### config.mk
export PLATFORM = sky130hd
export DESIGN_NAME = gray_step_arbiter
export DESIGN_NICKNAME = d
export VERILOG_FILES = /design/src/rtl/gray_step_arbiter.sv
export SDC_FILE = /design/constraint.sdc
export NUM_CORES = 1
export LEC_CHECK = 0
export BUFFER_PORTS_ARGS = -buffer_cell sky130_fd_sc_hd__buf_2
export CAP_MARGIN = 20
export CORE_MARGIN = 1.5
export CORE_UTILIZATION = 45
export DETAILED_ROUTE_END_ITERATION = 12
export PLACE_DENSITY_LB_ADDON = 0.25
export SLEW_MARGIN = 40
export SYNTH_ARGS = -nofsm -noshare
export SYNTH_HDL_FRONTEND = slang
export SYNTH_SLANG_ARGS = --single-unit
### constraint.sdc
create_clock -name Clk -period 1.88 [get_ports Clk]
set_input_delay 0.282 -clock Clk [delete_from_list [all_inputs] [get_ports Clk]]
set_output_delay 0.282 -clock Clk [all_outputs]
set_load 0.01 [all_outputs]
### src/rtl/gray_step_arbiter.sv
// gray_step_arbiter: round-robin front end that lends one 3-bit Gray counter to NREQ clients.
// Build option GRAY_SEQ_CHECK_EN adds a sticky Gray-sequence checker on SeqErr.
module gray_step_arbiter #(
  parameter int NREQ = 2
) (
  input  logic              Clk,
  input  logic              Reset,
  input  logic [NREQ-1:0]   Req,
  input  logic [3*NREQ-1:0] Steps,
  output logic [NREQ-1:0]   Gnt,
  output logic [NREQ-1:0]   Done,
  output logic              WrapNew,
  output logic              Busy,
  output logic              CntEn,
  output logic              CntReset,
  input  logic              CntOverflow,
  input  logic [2:0]        CntValue,
  output logic              SeqErr,
  output logic [1:0]        DbgState
);
  localparam int IW = $clog2(NREQ);

  typedef enum logic [1:0] {IDLE, GRANT, RUN, DONE} state_t;

  // Handshake: a requester holds Req until its one-cycle Done pulse; Gnt marks the
  // owner from GRANT through DONE, and Req/Steps are ignored once the job is latched.
  state_t          state, state_n;
  logic [IW-1:0]   ptr, win, pick;
  logic [2:0]      rem;
  logic            is_rst, ovf0;
  logic [NREQ-1:0] win_oh;

  // Nearest set request after the pointer wins; scanning far-to-near leaves it last.
  always_comb begin
    pick = ptr;
    for (int k = NREQ; k >= 1; k--) begin
      if (Req[(int'(ptr) + k) % NREQ]) pick = IW'((int'(ptr) + k) % NREQ);
    end
  end

  always_comb begin
    win_oh = '0;
    for (int i = 0; i < NREQ; i++) win_oh[i] = (int'(win) == i);
  end

  always_ff @(posedge Clk or negedge Reset) begin
    if (!Reset) begin
      state  <= IDLE;
      ptr    <= IW'(NREQ - 1);
      win    <= '0;
      rem    <= 3'd0;
      is_rst <= 1'b0;
      ovf0   <= 1'b0;
    end else begin
      state <= state_n;
      case (state)
        IDLE: if (|Req) win <= pick;
        GRANT: begin
          rem    <= Steps[3*int'(win) +: 3];
          is_rst <= (Steps[3*int'(win) +: 3] == 3'd0);
          ovf0   <= CntOverflow;
          ptr    <= win;
        end
        RUN: if (!is_rst) rem <= rem - 3'd1;
        default: ;
      endcase
    end
  end

  always_comb begin
    state_n  = state;
    CntEn    = 1'b0;
    CntReset = 1'b0;
    case (state)
      IDLE:  if (|Req) state_n = GRANT;
      GRANT: state_n = RUN;
      RUN: begin
        if (is_rst) begin
          CntReset = 1'b1;
          state_n  = DONE;
        end else begin
          CntEn = 1'b1;
          if (rem == 3'd1) state_n = DONE;
        end
      end
      DONE:    state_n = IDLE;
      default: state_n = IDLE;
    endcase
  end

  assign Busy     = (state != IDLE);
  assign Gnt      = Busy ? win_oh : '0;
  assign Done     = (state == DONE) ? win_oh : '0;
  assign WrapNew  = (state == DONE) && CntOverflow && !ovf0 && !is_rst;
  assign DbgState = state;

`ifdef GRAY_SEQ_CHECK_EN
  logic       en_q, rst_q, seq_err;
  logic [2:0] val_q, diff;

  assign diff = CntValue ^ val_q;

  // After an En cycle exactly one bit may change; after a counter reset it must read zero.
  always_ff @(posedge Clk or negedge Reset) begin
    if (!Reset) begin
      en_q    <= 1'b0;
      rst_q   <= 1'b0;
      val_q   <= 3'd0;
      seq_err <= 1'b0;
    end else begin
      en_q  <= CntEn;
      rst_q <= CntReset;
      val_q <= CntValue;
      if ((en_q && (diff == 3'd0 || (diff & (diff - 3'd1)) != 3'd0)) ||
          (rst_q && CntValue != 3'd0))
        seq_err <= 1'b1;
    end
  end

  assign SeqErr = seq_err;
`else
  logic unused_cnt_value;
  assign unused_cnt_value = ^CntValue;
  assign SeqErr = 1'b0;
`endif

endmodule

==> impl_metrics.yaml, run 1 <==
layout:
  fin_cells: 96
  fin_nets: 103
  fin_util_pct: 62.8
  drive_gt1_share_pct: 35.4
  fillers: 99
  antenna_cells: 0
  area_delta_synth_final_pct: 23.8
global_route:
  antenna_found_initial: 0
  grt_pass1_vias: 481
  use_met2_pct: 32.5
  gr-total-overflow: 0
  met1_usage_pct: 21.6
  grt-busiest-layer: "met2"
  grt_max_degree: 10
  grtUsageTotal_pct: 19.5
  grt_pass1_wl_um: 1930
  use_met3_pct: 3.41
synthesis:
  synth-edff-count: 0
  yosys.area.top_type: "dfrtp_1"
  synthAdderAreaFrac_pct: 12.6
  synthArstFlopShare_pct: 100
  synth_xor_area_share_pct: 1.47
  syn_area_um2: 594
  yosysWarnings: 0
  synth_top_area_share_pct: 33.7
  synth_mux_area_share_pct: 11.4
  syn_nets: 79
  seq_area_frac_synth_pct: 38.1
  ys_seq_elements: 9
  ys_types: 25
  synth-simple-area-share_pct: 17.1
  ys.flop_type: "dfrtp_1"
  syn_area_per_cell_um2: 10.1
  synth_cells: 59
  synth_top_family_by_area: "simple AND/OR/NAND/NOR gates"
  synth_compound_area_share_pct: 12.8
  synth_area_leaders: "dfrtp_1 34%, ha_1 13%, mux2i_1 5.1%"
clock_network:
  root_buffer: "clkbuf_4"
  insertion_delay_ns: 0.27
  cts_buffer_depth: 2
  postCtsSetupBuffers: 0
  clock_sinks: 9
  clkTransAtPathRegs_ns: 0.07
  h-tree-depth: 1
  cts_buffers: 3
  cts_resized: 0
  cts_tree: "built"
sta:
  rsz0062_at_grt: "no"
  finalSetupViolations: 0
  finalCriticalPeriod_ns: 1.69
  max_freq_mhz: 591
  fin_ws_ns: 0.187
  finalSetupTns_ns: 0
  slew_viol_final: 0
  period_share_pct: 90.0
  clock_skew_ns: 0.00990
  finalHoldViolCount: 0
drt:
  wirelength_um: 1170
  detail_route.first_pass.iterations: 2
  drt-wirelength-per-cell_um: 12.2
  postRouteAntennaNets: 0
  vias_per_cell: 5.18
  drt_iter0_markers: 2
  remaining_drc_errors: 0
  vias: 497
power_and_ir_drop:
  power_density_nw_per_um2: 1810
  p_leak_uw: 0.000388
  p_int_uw: 792
  seq_power_share_pct: 31.5
  p_clk_share_pct: 11.9
  vdd_drop_max_uv: 852
  power_switching_uw: 539
  p_comb_share_pct: 56.7
  p_sw_share_pct: 40.5
critical_path:
  worst-setup-path-type: "flop to output port"
  slowest_delay_ns: 0.42
  cp-start-kind: "flop"
  worstPathRequired_ns: 1.60
  r2r-start: "DbgState[0]"
  path_cells: "inv_1, ha_1, and2b_4, buf_2"
  cp-end-kind: "output port"
  crit_start: "DbgState[0]"
  critPathSlowestCell: "dfrtp_1"
  critPathMaxFanout: 7
  crit_arrival_ns: 1.41
placement:
  dpl_worst_slack_ns: 0.273
  hpwlAfterDp_um: 913
  port_buffers: 20
  dp_cells: 91
  gp_congestion: 0.681
floorplan:
  initial_core_util_pct: 50.7
  ios: 25
  core_region_area_um2: 1170
  rows: 12
  fp.dieW_um: 39.3
  dieArea_um2: 1550
  die_h_um: 39.3
hold_path:
  hold_path_class: "primary input to flop"
  min_from: "CntOverflow"
job:
  drv_cap: 0
outcome:
  status: "complete, no violations"
## worst max-delay path: cells and delay by family (launching register included)
kind | cells | cell delay [ns]
adders and majority gates | 1 | 0.28
buffers and inverters | 2 | 0.23
DFF | 1 | 0.42
and+or+nand+nor | 1 | 0.21
## layer usage
| metal | vias to the layer above | routed length (um) |
|---|---|---|
| met2 | 11 | 551 |
| met4 | 0 | 36 |
| met1 | 237 | 550 |
| li1 | 244 | - |
| met5 | - | 0 |
| met3 | 5 | 36 |
## cell type report
| cell class | instances | area, um^2 | share of cell area, % |
|---|---|---|---|
| Tap cell | 14 | 17.5 | 2.38 |
| Multi-Input combinational cell | 42 | 333 | 45.2 |
| Clock buffer | 4 | 26.3 | 3.57 |
| Timing Repair Buffer | 21 | 110 | 15.0 |
| Sequential cell | 9 | 226 | 30.8 |
| Inverter | 6 | 22.5 | 3.06 |
## placed cells by master, fill, tap and decap left out, drive strengths merged, types with 2 or more instances in the layout
master / synthesis / routed
a22oi: 3 / 3
and2: 2 / 2
buf: 2 / 20
clkbuf: 0 / 4
dfrtp: 8 / 8
ha: 6 / 6
inv: 6 / 6
mux2: 3 / 3
mux2i: 3 / 3
nand2: 4 / 4
nand2b: 2 / 2
nor2: 6 / 6
nor2b: 3 / 3
o21a: 2 / 2
## synth_stat cells (2+ instances only)
| master | instances |
|---|---|
| nor2_1 | 6 |
| mux2_2 | 2 |
| a22oi_1 | 2 |
| nand2_1 | 4 |
| o21a_1 | 2 |
| and2_1 | 2 |
| ha_1 | 6 |
| nand2b_1 | 2 |
| inv_1 | 6 |
| nor2b_1 | 3 |
| mux2i_1 | 3 |
| dfrtp_1 | 8 |
## final timing paths
kind	cells after the start	slack, ns	to
worst max-delay path	4	0.19	CntEn
worst min-delay path	2	0.25	ovf0
worst max register to register	5	0.26	DbgState[1]
worst min register to register	1	0.49	rem[1]
max in group asynchronous	2	1.23	ptr
min in group asynchronous	2	0.40	win
## cell families (layout without fill, tap and decap cells)
| logic type | after synthesis | in the layout |
|---|---|---|
| AO/OA/AOI/OAI | 9 | 9 |
| XOR/XNOR | 1 | 1 |
| adder cells (fa/ha/maj) | 6 | 6 |
| buffers and inverters | 8 | 31 |
| flip-flops | 9 | 9 |
| multiplexers | 6 | 6 |
| other | 1 | 1 |
| AND/OR/NAND/NOR | 19 | 19 |
## state kept, by name, indices dropped and copies added, names as in the netlist
register	count
win	1
ovf0	1
rem	3
ptr	1
DbgState	2
is_rst	1
## power by group through the flow
stage | Sequential (uW) | Clock (uW) | Combinational, uW
after global placement | 416 | 0 | 738
final | 419 | 158 | 754
after global routing | 437 | 164 | 838
after CTS | 418 | 158 | 761
after detailed placement | 419 | 0 | 759
after floorplan | 382 | 0 | 589
## metrics by stage
step	instance area [um^2]	hold WS [ns]	power [uW]
detailed placement	699	0.149	1180
floorplan	594	-0.0136	971
finish	736	0.247	1330
global placement	699	0.147	1150
global route	736	0.254	1440
CTS	736	0.249	1340
## repair_timing
action	CTS	global route
endpoints found under the hold margin	8	0
setup endpoints to repair	0	0
hold buffers	1	0
Note: power is estimated with default switching activity, not from simulation.
==> run 2, diff against run 1 <==
Settings changed: RECOVER_POWER from default to 50.
==> run 2 against run 1 <==
Fmax is essentially flat. Clock power about the same. Critical path depth unchanged. Register-to-register slack hardly changed. Combinational power is 0.8% lower. Largest power group unchanged.
==> impl_metrics.yaml, run 2 (synthesized netlist as in run 1, its figures left out) <==
outcome:
  status: "complete, no violations"
power_and_ir_drop:
  p_leak_uw: 0.000379
  vdd_drop_max_uv: 846
  power_density_nw_per_um2: 1810
drt:
  drt-wirelength-per-cell_um: 12.2
  drt_iter0_markers: 2
  postRouteAntennaNets: 0
  remaining_drc_errors: 0
  detail_route.first_pass.iterations: 2
  vias: 497
  wirelength_um: 1170
  vias_per_cell: 5.18
layout:
  fin_nets: 103
  antenna_cells: 0
  fillers: 101
  top_register: "rem"
  area_delta_synth_final_pct: 23.2
  layout_commonest_cell: "buf_2"
  drive_gt1_share_pct: 31.7
  largest_register_ffs: 3
  final_cell_mix: "17 x buf_2, 8 x dfrtp_1, 6 x inv_1, 6 x nor2_1, 6 x ha_1"
critical_path:
  slowest_delay_ns: 0.42
  worstPathRequired_ns: 1.60
  crit_buf_inv: 2
  cp-start-kind: "flop"
  critPathMaxFanout: 7
  crit_start: "DbgState[0]"
  r2r-end: "DbgState[1]"
  critPathSlowestCell: "dfrtp_1"
  r2r-start: "DbgState[0]"
  crit_path_end: "CntEn"
  crit_arrival_ns: 1.41
  crit_family: "flip-flops"
  rr_worst_depth: 5
  worst-setup-path-type: "flop to output port"
  worst-path-stages: 4
  rrSetupSlack_ns: 0.26
  cp-end-kind: "output port"
  path_cells: "inv_1, ha_1, and2b_4, buf_2"
placement:
  port_buffers: 20
  dpl_worst_slack_ns: 0.273
  hpwlAfterDp_um: 913
  gp_congestion: 0.681
clock_network:
  postCtsSetupBuffers: 0
  clock_sinks: 9
  insertion_delay_ns: 0.27
  cts_hold_buf: 1
  cts_buffer_depth: 2
  h-tree-depth: 1
  cts_tree: "built"
  cts_buffers: 3
  clkTransAtPathRegs_ns: 0.07
  cts_resized: 0
  root_buffer: "clkbuf_4"
floorplan:
  dieArea_um2: 1550
  ios: 25
  rows: 12
  fp.dieW_um: 39.3
  core_region_area_um2: 1170
  initial_core_util_pct: 50.7
  die_h_um: 39.3
sta:
  finalSetupViolations: 0
  whs_ns: 0.247
  finalCriticalPeriod_ns: 1.69
  finalHoldViolCount: 0
  fin_ws_ns: 0.186
  rsz0062_at_grt: "no"
  period_share_pct: 90.1
  worst_slew_margin_rel_pct: 65.1
  slew_viol_final: 0
  max_freq_mhz: 590
  finalSetupTns_ns: 0
  tightest_slew_ns: 0.524
  clock_skew_ns: 0.00989
global_route:
  grtUsageTotal_pct: 19.5
  antenna_found_initial: 0
  grt_pass1_wl_um: 1930
  grt_pass1_vias: 481
  gr-total-overflow: 0
  grt_max_degree: 10
hold_path:
  hold_path_class: "primary input to flop"
job:
  drv_cap: 0
[run 2: cell types whose count changed in the layout (fill, tap and decap cells not counted), sizes merged]
cell / previous run / this run
buf: 20 / 17
clkbuf: 4 / 7
[run 2: worst register-to-register path, stage by stage (launching register included)]
cell	delay, ns
dfrtp_1	0.40
inv_1	0.09
ha_1	0.28
and2b_4	0.21
a22oi_2	0.20
mux2_4	0.32
[run 2: report_power, final]
group | switching, uW | internal, uW | leakage (uW) | total [uW]
clock | 75.7 | 82.1 | 0.0000150 | 158
sequential | 113 | 306 | 0.000105 | 419
combinational | 350 | 398 | 0.000259 | 748
[run 2: per-layer routing]
layer	up-vias	global-route usage [%]	share of wire, %
met5	-	0	0
met1	237	21.6	47
met2	11	32.5	47
met4	0	15.5	3.1
li1	244	-	-
met3	5	3.41	3.0
[run 2: how the worst min path moves through the flow]
| stage | endpoint | start | cells after the start | slack (ns) |
|---|---|---|---|---|
| after floorplan | DbgState[0] | Reset | 0 | -0.01 |
| after global placement | win | Reset | 1 | 0.15 |
| after detailed placement | win | Reset | 1 | 0.15 |
| after CTS | ovf0 | CntOverflow | 2 | 0.25 |
| after global routing | ovf0 | CntOverflow | 2 | 0.25 |
| final | ovf0 | CntOverflow | 2 | 0.25 |
[run 2: final cells by class]
class	count	area (um^2)	share of cell area [%]
well taps	14	17.5	2.39
inverters	6	22.5	3.08
repair buffers	21	106	14.5
flip-flops and latches	9	226	30.9
clock buffers	4	26.3	3.59
multi-input cells	42	333	45.5
[run 2: per-stage QoR]
step	total power (uW)	utilization, %	cell area [um^2]	instances
after global routing	1430	62.5	732	96
after floorplan	971	-	594	59
final	1320	62.5	732	96
after global placement	1150	59.7	699	91
after detailed placement	1180	59.7	699	91
after CTS	1340	62.8	736	96
==> run 3, diff against run 2 <==
Settings changed: BUFFER_PORTS_ARGS -buffer_cell sky130_fd_sc_hd__buf_2 to default, CORE_AREA from default to 2 2 39 41, CORE_MARGIN 1.5 to default, CORE_UTILIZATION 45 to default, DIE_AREA from default to 0 0 41 43, DONT_BUFFER_PORTS from default to 1.
==> run 3 against run 2 <==
Combinational power shrank 9.6%. Clock power decreased by 5%. Global-route usage down 4.0 points. Cell count down 18%. Largest power group unchanged. Worst setup slack better by 0.0090 ns. Non-clock buffer count down 19. Register-to-register slack barely moved. Total power shrank 6.4%. Highest routed layer unchanged. First-iteration DRC count rose by 100%.
==> impl_metrics.yaml, run 3 (synthesized netlist as in run 1, its figures left out) <==
outcome:
  status: "complete, no violations"
sta:
  finalCriticalPeriod_ns: 1.69
  finalSetupTns_ns: 0
  finalHoldViolCount: 0
  fin_ws_ns: 0.195
  whs_ns: 0.173
  finalSetupViolations: 0
  period_share_pct: 89.7
  rsz0062_at_grt: "no"
  clock_skew_ns: 0.00215
  tightest_slew_ns: 0.501
  max_freq_mhz: 593
  worst_slew_margin_rel_pct: 66.2
  slew_viol_final: 0
floorplan:
  initial_core_util_pct: 42.9
  core_region_area_um2: 1380
  dieArea_um2: 1760
  fp.dieW_um: 41
  die_h_um: 43
  ios: 25
  rows: 14
global_route:
  grt-busiest-layer: "met2"
  gr-total-overflow: 0
  use_met3_pct: 5.76
  grtUsageTotal_pct: 15.5
  grt_max_degree: 10
  use_met2_pct: 21.6
  antenna_found_initial: 0
  met1_usage_pct: 20.3
  grt_pass1_vias: 410
  grt_pass1_wl_um: 1810
drt:
  postRouteAntennaNets: 0
  remaining_drc_errors: 0
  vias: 400
  drt-wirelength-per-cell_um: 13.5
  drt_iter0_markers: 4
  wirelength_um: 1070
  detail_route.first_pass.iterations: 4
  vias_per_cell: 5.06
layout:
  final_cell_mix: "8 x dfrtp_1, 6 x inv_1, 6 x nor2_1, 6 x ha_1, 4 x nand2_1"
  largest_register_ffs: 3
  antenna_cells: 0
  fin_nets: 84
  drive_gt1_share_pct: 15.9
  layout_commonest_cell: "dfrtp_1"
  area_delta_synth_final_pct: 8.63
  top_register: "rem"
  fin_area_um2: 646
clock_network:
  cts_buffers: 3
  h-tree-depth: 1
  cts_resized: 0
  cts_tree: "built"
  cts_hold_buf: 1
  root_buffer: "clkbuf_4"
  postCtsSetupBuffers: 0
  clkTransAtPathRegs_ns: 0.06
  clock_sinks: 9
  cts_buffer_depth: 2
  insertion_delay_ns: 0.26
power_and_ir_drop:
  total_power_uw: 1240
  power_density_nw_per_um2: 1920
  p_leak_uw: 0.000307
  vdd_drop_max_uv: 1110
critical_path:
  cp-end-kind: "output port"
  critPathMaxFanout: 5
  worstPathRequired_ns: 1.60
  crit_start: "DbgState[1]"
  worst-setup-path-type: "flop to output port"
  r2r-start: "DbgState[1]"
  crit_arrival_ns: 1.40
  cp-start-kind: "flop"
placement:
  gp_congestion: 0.689
  placement.cell_area_um2: 609
  hpwlAfterDp_um: 833
  dpl_worst_slack_ns: 0.264
  port_buffers: 0
job:
  drv_cap: 0
hold_path:
  min_from: "CntOverflow"
  hold_path_class: "primary input to flop"
-- run 3: cell types whose count changed in the layout (fill, tap and decap cells not counted), sizes merged --
cell / before / now
buf: 17 / 1
clkbuf: 7 / 4
-- run 3: worst max-delay path: stages (launching register included) --
cell,delay [ns]
dfrtp_1,0.45
ha_1,0.21
nor4bb_1,0.49
-- run 3: metal layers --
| layer | vias up | wire [um] |
|---|---|---|
| li1 | 204 | - |
| met1 | 183 | 479 |
| met2 | 11 | 515 |
| met3 | 2 | 66 |
| met4 | 0 | 6 |
| met5 | - | 0 |
-- run 3: final cells by class --
| class | count | area [um^2] |
|---|---|---|
| multi-input cells | 42 | 333 |
| repair buffers | 2 | 17.5 |
| fillers | 140 | 738 |
| clock buffers | 4 | 26.3 |
| well taps | 16 | 20.0 |
| inverters | 6 | 22.5 |
| flip-flops and latches | 9 | 226 |
-- run 3: path summary, 6_finish.rpt --
kind | slack, ns | cells after the start | end
setup / recovery | 0.19 | 2 | WrapNew
min in group asynchronous | 0.38 | 1 | rem[0]
max in group asynchronous | 1.18 | 1 | ptr
hold reg to reg | 0.50 | 1 | rem[1]
setup reg to reg | 0.26 | 4 | DbgState[1]
hold / removal | 0.17 | 1 | ovf0
-- run 3: stage by stage --
stage / cells / util [%]
floorplan: 59 / -
detailed placement: 74 / 44.0
finish: 79 / 46.7
global placement: 74 / 44.0
CTS: 79 / 46.7
global route: 79 / 46.7
-- run 3: where the power goes --
group	leakage [uW]	total, uW	internal [uW]	switching (uW)
clock network	0.0000150	150	81.8	67.9
registers	0.000105	414	306	108
logic	0.000187	676	345	331
